`config.mk`:
```
export PLATFORM = sky130hd
export DESIGN_NAME = twiddle_addr_gen
export DESIGN_NICKNAME = d
export VERILOG_FILES = /design/src/rtl/twiddle_addr_gen.sv
export SDC_FILE = /design/constraint.sdc
export NUM_CORES = 1
export LEC_CHECK = 0
export CAP_MARGIN = 20
export CORE_AREA = 4 4 57 64
export CTS_BUF_LIST = sky130_fd_sc_hd__clkbuf_8
export DETAILED_ROUTE_END_ITERATION = 7
export DIE_AREA = 0 0 61 68
export DONT_BUFFER_PORTS = 1
export GPL_ROUTABILITY_DRIVEN = 1
export GPL_TIMING_DRIVEN = 0
export PLACE_DENSITY = 0.85
export SYNTH_ARGS = -nofsm -noshare
export SYNTH_HDL_FRONTEND = slang
export SYNTH_SLANG_ARGS = --single-unit
```
`constraint.sdc`:
```
create_clock -name Clk -period 3.94 [get_ports Clk]
set_input_delay 0 -clock Clk [delete_from_list [all_inputs] [get_ports Clk]]
set_output_delay 0 -clock Clk [all_outputs]
set_load 0.005 [all_outputs]
```
`src/rtl/twiddle_addr_gen.sv`:
```
// Twiddle-factor LUT address sequencer for a radix-2 DIT FFT.
// Optional macro TWIDDLE_COS_EN: issue a cosine lookup after each sine.
module twiddle_addr_gen #(
  parameter int N_LOG2 = 9,
  parameter int ADDR_W = 10
) (
  input  logic              Clk,
  input  logic              reset,
  input  logic              start,
  input  logic              addr_ready,
  output logic [ADDR_W-1:0] addr,
  output logic              addr_valid,
  output logic              is_cos,
  output logic              busy,
  output logic              done,
  output logic              tag_valid,
  output logic              tag_is_cos,
  output logic [3:0]        tag_stage,
  output logic [N_LOG2-2:0] tag_bfly
);

  localparam int BW = N_LOG2 - 1;

  localparam logic [3:0] S_LAST =
    4'(N_LOG2 - 1);

  localparam logic [BW-1:0] B_LAST = '1;

  localparam logic [N_LOG2-1:0] QTR =
    N_LOG2'(1) << (N_LOG2 - 2);

  typedef enum logic [1:0] {
    IDLE,
    SIN,
    COS,
    FIN
  } state_t;

  state_t state_q, state_d;

  logic [3:0]    s_q, s_d;
  logic [BW-1:0] b_q, b_d;

  logic          tag_valid_q, tag_valid_d;
  logic          tag_is_cos_q, tag_is_cos_d;
  logic [3:0]    tag_stage_q, tag_stage_d;
  logic [BW-1:0] tag_bfly_q, tag_bfly_d;

  logic              req_v;
  logic              req_cos;
  logic              xfer;
  logic              last;
  logic [N_LOG2-1:0] mask;
  logic [N_LOG2-1:0] j;
  logic [N_LOG2-1:0] k;
  logic [N_LOG2-1:0] k_cos;
  logic [N_LOG2-1:0] req_a;
  logic [3:0]        shamt;

  state_t        adv_state;
  logic [3:0]    adv_s;
  logic [BW-1:0] adv_b;

  // Twiddle index: j = b mod 2^s, k = j << (N_LOG2-1-s).
  always_comb begin
    mask  = N_LOG2'((32'd1 << s_q) - 32'd1);
    j     = {1'b0, b_q} & mask;
    shamt = S_LAST - s_q;
    k     = j << shamt;
    k_cos = k + QTR;
  end

  // Request fields; address forced to 0 when idle.
  always_comb begin
    req_v = (state_q == SIN) ||
            (state_q == COS);
`ifdef TWIDDLE_COS_EN
    req_cos = (state_q == COS);
`else
    req_cos = 1'b0;
`endif
    req_a = req_cos ? k_cos : k;
    xfer  = req_v & addr_ready;
    last  = (s_q == S_LAST) &&
            (b_q == B_LAST);
  end

  // Butterfly/stage advance after the last phase of a butterfly.
  always_comb begin
    adv_state = SIN;
    adv_s     = s_q;
    adv_b     = b_q + BW'(1);
    if (last) begin
      adv_state = FIN;
      adv_s     = '0;
      adv_b     = '0;
    end else if (b_q == B_LAST) begin
      adv_s = s_q + 4'd1;
      adv_b = '0;
    end
  end

  // Next-state and counter update.
  always_comb begin
    state_d = state_q;
    s_d     = s_q;
    b_d     = b_q;
    case (state_q)
      IDLE: begin
        if (start) begin
          state_d = SIN;
          s_d     = '0;
          b_d     = '0;
        end
      end
      SIN: begin
        if (xfer) begin
`ifdef TWIDDLE_COS_EN
          state_d = COS;
`else
          state_d = adv_state;
          s_d     = adv_s;
          b_d     = adv_b;
`endif
        end
      end
`ifdef TWIDDLE_COS_EN
      COS: begin
        if (xfer) begin
          state_d = adv_state;
          s_d     = adv_s;
          b_d     = adv_b;
        end
      end
`endif
      FIN: begin
        state_d = IDLE;
      end
      default: begin
        state_d = IDLE;
        s_d     = '0;
        b_d     = '0;
      end
    endcase
  end

  // Tag follows an accepted request by one cycle, like LUT Dout.
  always_comb begin
    tag_valid_d  = xfer;
    tag_is_cos_d = xfer & req_cos;
    tag_stage_d  = xfer ? s_q : '0;
    tag_bfly_d   = xfer ? b_q : '0;
  end

  // State, counter and tag registers.
  always_ff @(posedge Clk or negedge reset) begin
    if (!reset) begin
      state_q      <= IDLE;
      s_q          <= '0;
      b_q          <= '0;
      tag_valid_q  <= 1'b0;
      tag_is_cos_q <= 1'b0;
      tag_stage_q  <= '0;
      tag_bfly_q   <= '0;
    end else begin
      state_q      <= state_d;
      s_q          <= s_d;
      b_q          <= b_d;
      tag_valid_q  <= tag_valid_d;
      tag_is_cos_q <= tag_is_cos_d;
      tag_stage_q  <= tag_stage_d;
      tag_bfly_q   <= tag_bfly_d;
    end
  end

  // Output drive.
  always_comb begin
    addr       = req_v ? ADDR_W'(req_a) : '0;
    addr_valid = req_v;
    is_cos     = req_cos;
    busy       = req_v;
    done       = (state_q == FIN);
    tag_valid  = tag_valid_q;
    tag_is_cos = tag_is_cos_q;
    tag_stage  = tag_stage_q;
    tag_bfly   = tag_bfly_q;
  end

endmodule
```
==> flow_summary.json <==
{
  "outcome": "finished, final reports clean",
  "core-area_um2": 2995,
  "dp_hpwl_um": 3172,
  "critPathMaxStageDelay_ns": 0.46,
  "ys_ff_latch": 27,
  "max_freq_ghz": 0.2765,
  "maxCapViolations": 0,
  "clk_pin_slew_worst_paths_ns": 0.09,
  "dr_total_vias": 1668,
  "finalSetupViolCount": 0,
  "cts.path.max_buffers": 2,
  "via_per_inst": 6.516,
  "grt_pass1_vias": 1502,
  "synthTopCellsByArea": "dfrtp_1 (35%), ha_1 (8.5%), nor2_1 (4.3%), nand3_1 (2.9%), nand2_1 (2.6%)",
  "dp.cells": 250,
  "finish.net_count": 240,
  "io_pins": 32,
  "finalPower_mw": 0.7253,
  "end_kind": "output pin",
  "cts_buffers": 3,
  "avgRoutedWirePerCell_um": 16.71,
  "overflow": 0,
  "cp-start-kind": "flip-flop",
  "netlist_top_cells_count": "dfrtp_1 (27), nor2_1 (22), ha_1 (13), nand2_1 (13), inv_1 (12)",
  "cts_resized": 0,
  "drv_slew": 0,
  "yosys_most_used_dff": "dfrtp_1",
  "syn_inst": 214,
  "fp.dieH_um": 68,
  "maxSlewHeadroom": 0.4923,
  "final_cells": 256,
  "fin_util": 0.6834,
  "rsz0062_at_grt": "false",
  "drive_gt1_frac": 0.1261,
  "route.detailed.drc": 0,
  "yosysMostFrequentCell": "dfrtp_1",
  "routabilityCongestion": 0.9176,
  "cts_max_level": 1,
  "antenna_found_initial": 0,
  "antenna_cells": 0,
  "synth_top_area_frac": 0.3534,
  "critPathMaxFanout": 12,
  "p_leak_nw": 0.8771,
  "cts_tree": "built",
  "critical_path_arrival_ns": 3.62,
  "wirelength_um": 4279,
  "cp_slowest_cell": "mux4_2",
  "path_cells": "clkbuf_1 -> inv_1 -> ha_1 -> ha_1 -> nand2b_1 -> ha_1 -> nor4b_1 -> or4_1 -> nand2_1 -> mux4_2 -> a2bb2oi_1",
  "die_area_um2": 4148,
  "syn-cell-area_um2": 1912,
  "skew_ns": 0.006095,
  "synth_edf_count": 0,
  "power_density_nw_per_um2": 354.3,
  "drtIter0Drc": 99,
  "clock_latency_ns": 0.28,
  "worst_slack_ns": 0.3235,
  "hold_viol": 0,
  "antenna_left": 0,
  "fin_tns_setup_ns": 0,
  "vdd_ir_drop_max_v": 0.0004768,
  "synth_area_leader_cell": "dfrtp_1",
  "ys_seq_area_frac": 0.3534,
  "grt_max_degree": 28,
  "num_rows": 21,
  "cts.sinks": 27,
  "die_width_um": 61,
  "synthToLayoutAreaGrowth_pct": 7.068,
  "synthArstFlopShare": 1.000,
  "period_minus_slack_ns": 3.617,
  "pre_cts_slack_ns": 0.5691,
  "fin_crit_sh": 0.9179,
  "timing_worst_setup_path_type": "flip-flop to output pin",
  "port_buffers": 0,
  "hold_path.class": "input pin to flip-flop",
  "yosysUniqueCellTypes": 59,
  "avgSynthCellArea_um2": 8.934,
  "yosys_warnings": 0,
  "worstMarginPinSlew_ns": 0.7616,
  "start_util": 0.6383,
  "crit_required_ns": 3.94,
  "grt_pass1_wl_um": 7383,
  "dr.pass1.iters": 5,
  "cts_setup_buffers": 0,
  "root_buffer": "clkbuf_8",
  "grt.total_usage": 0.2332,
  "cp_common_cell": "ha_1"
}
## state kept, by name, summed over array words and instances (netlist names)
name	flops
tag_bfly	8
tag_stage	4
state_q	2
s_q	4
tag_valid	1
b_q	8
## metrics by stage
step	instance area [µm²]	hold WS [ns]
2_1_floorplan	1919	-0.2956
3_3_place_gp	1962	-0.2949
3_5_place_dp	1962	-0.2949
4_1_cts	2051	0.001005
5_1_grt	2047	0.02356
6_report	2047	0.004765
## final timing paths
path | from | cells past startpoint | end | slack, ns
worst max-delay path | s_q[0]$_DFFE_PN0P_ | 11 | addr[6] | 0.32
worst min-delay path | start | 3 | state_q[1]$_DFFE_PN0P_ | 0.005
worst max register to register | state_q[1]$_DFFE_PN0P_ | 8 | s_q[0]$_DFFE_PN0P_ | 1.54
worst min register to register | state_q[0]$_DFFE_PN0P_ | 1 | state_q[0]$_DFFE_PN0P_ | 0.57
max in group asynchronous | reset | 2 | b_q[6]$_DFFE_PN0P_ | 3.64
min in group asynchronous | reset | 2 | b_q[4]$_DFFE_PN0P_ | 0.15
## per-layer routing
layer  vias up  global-route usage  part of all wire
li1        789                   -                 -
met1       782              0.3424              0.44
met2        88              0.3409              0.46
met3         9             0.05283             0.076
met4         0             0.06775             0.021
met5         -                   0                 0
## kinds of logic after synthesis
| family | synth area share |
|---|---|
| AND/OR/NAND/NOR | 0.2421 |
| AO/OA/AOI/OAI | 0.1761 |
| buffers and inverters | 0.07591 |
| flip-flops | 0.3534 |
| adder cells (fa/ha/maj) | 0.08508 |
| XOR/XNOR | 0.02291 |
| multiplexers | 0.04254 |
| other | 0.001961 |
## cell type report
| cell class | instances | area [µm²] |
|---|---|---|
| clock buffers | 3 | 41.29 |
| fillers | 246 | 948.4 |
| plain buffers | 13 | 88.84 |
| multi-input cells | 161 | 1099 |
| clock inverters | 1 | 7.507 |
| well taps | 34 | 42.54 |
| flip-flops and latches | 27 | 675.6 |
| inverters | 14 | 52.55 |
| repair buffers | 3 | 40.04 |
## critical path: cells and delay by family, from the launching register on
family          cells  cell delay [ns]
compound gates      1             0.17
fa+ha+maj           3             0.90
buf+inv             2             0.71
flops               1             0.42
mux                 1             0.46
simple gates        4             0.69
## power breakdown
part / total [mW] / switching (mW) / leakage, nW / internal [mW]
sequential: 0.344 / 0.0360 / 0.369 / 0.308
combinational: 0.220 / 0.135 / 0.486 / 0.0853
clock: 0.161 / 0.0893 / 0.0217 / 0.0719
total: 0.725 / 0.260 / 0.877 / 0.465
## cell usage in the layout, fill, tap and decap left out, types with 4 or more instances in the layout
| cell type | instances |
|---|---|
| dfrtp_1 | 27 |
| nor2_1 | 22 |
| nand2_1 | 13 |
| ha_1 | 13 |
| inv_1 | 12 |
| nand3_1 | 11 |
| a21oi_1 | 9 |
| o21ai_0 | 8 |
| buf_4 | 6 |
| nand4_1 | 5 |
| and3_1 | 5 |
| nand2b_1 | 4 |
| nor4_1 | 4 |
## what timing repair did
action                                  CTS  global route
hold buffers                              3             0
endpoints found under the hold margin    32             0
endpoints found under the setup margin    0             2
Note: power is estimated with default switching activity, not from simulation.
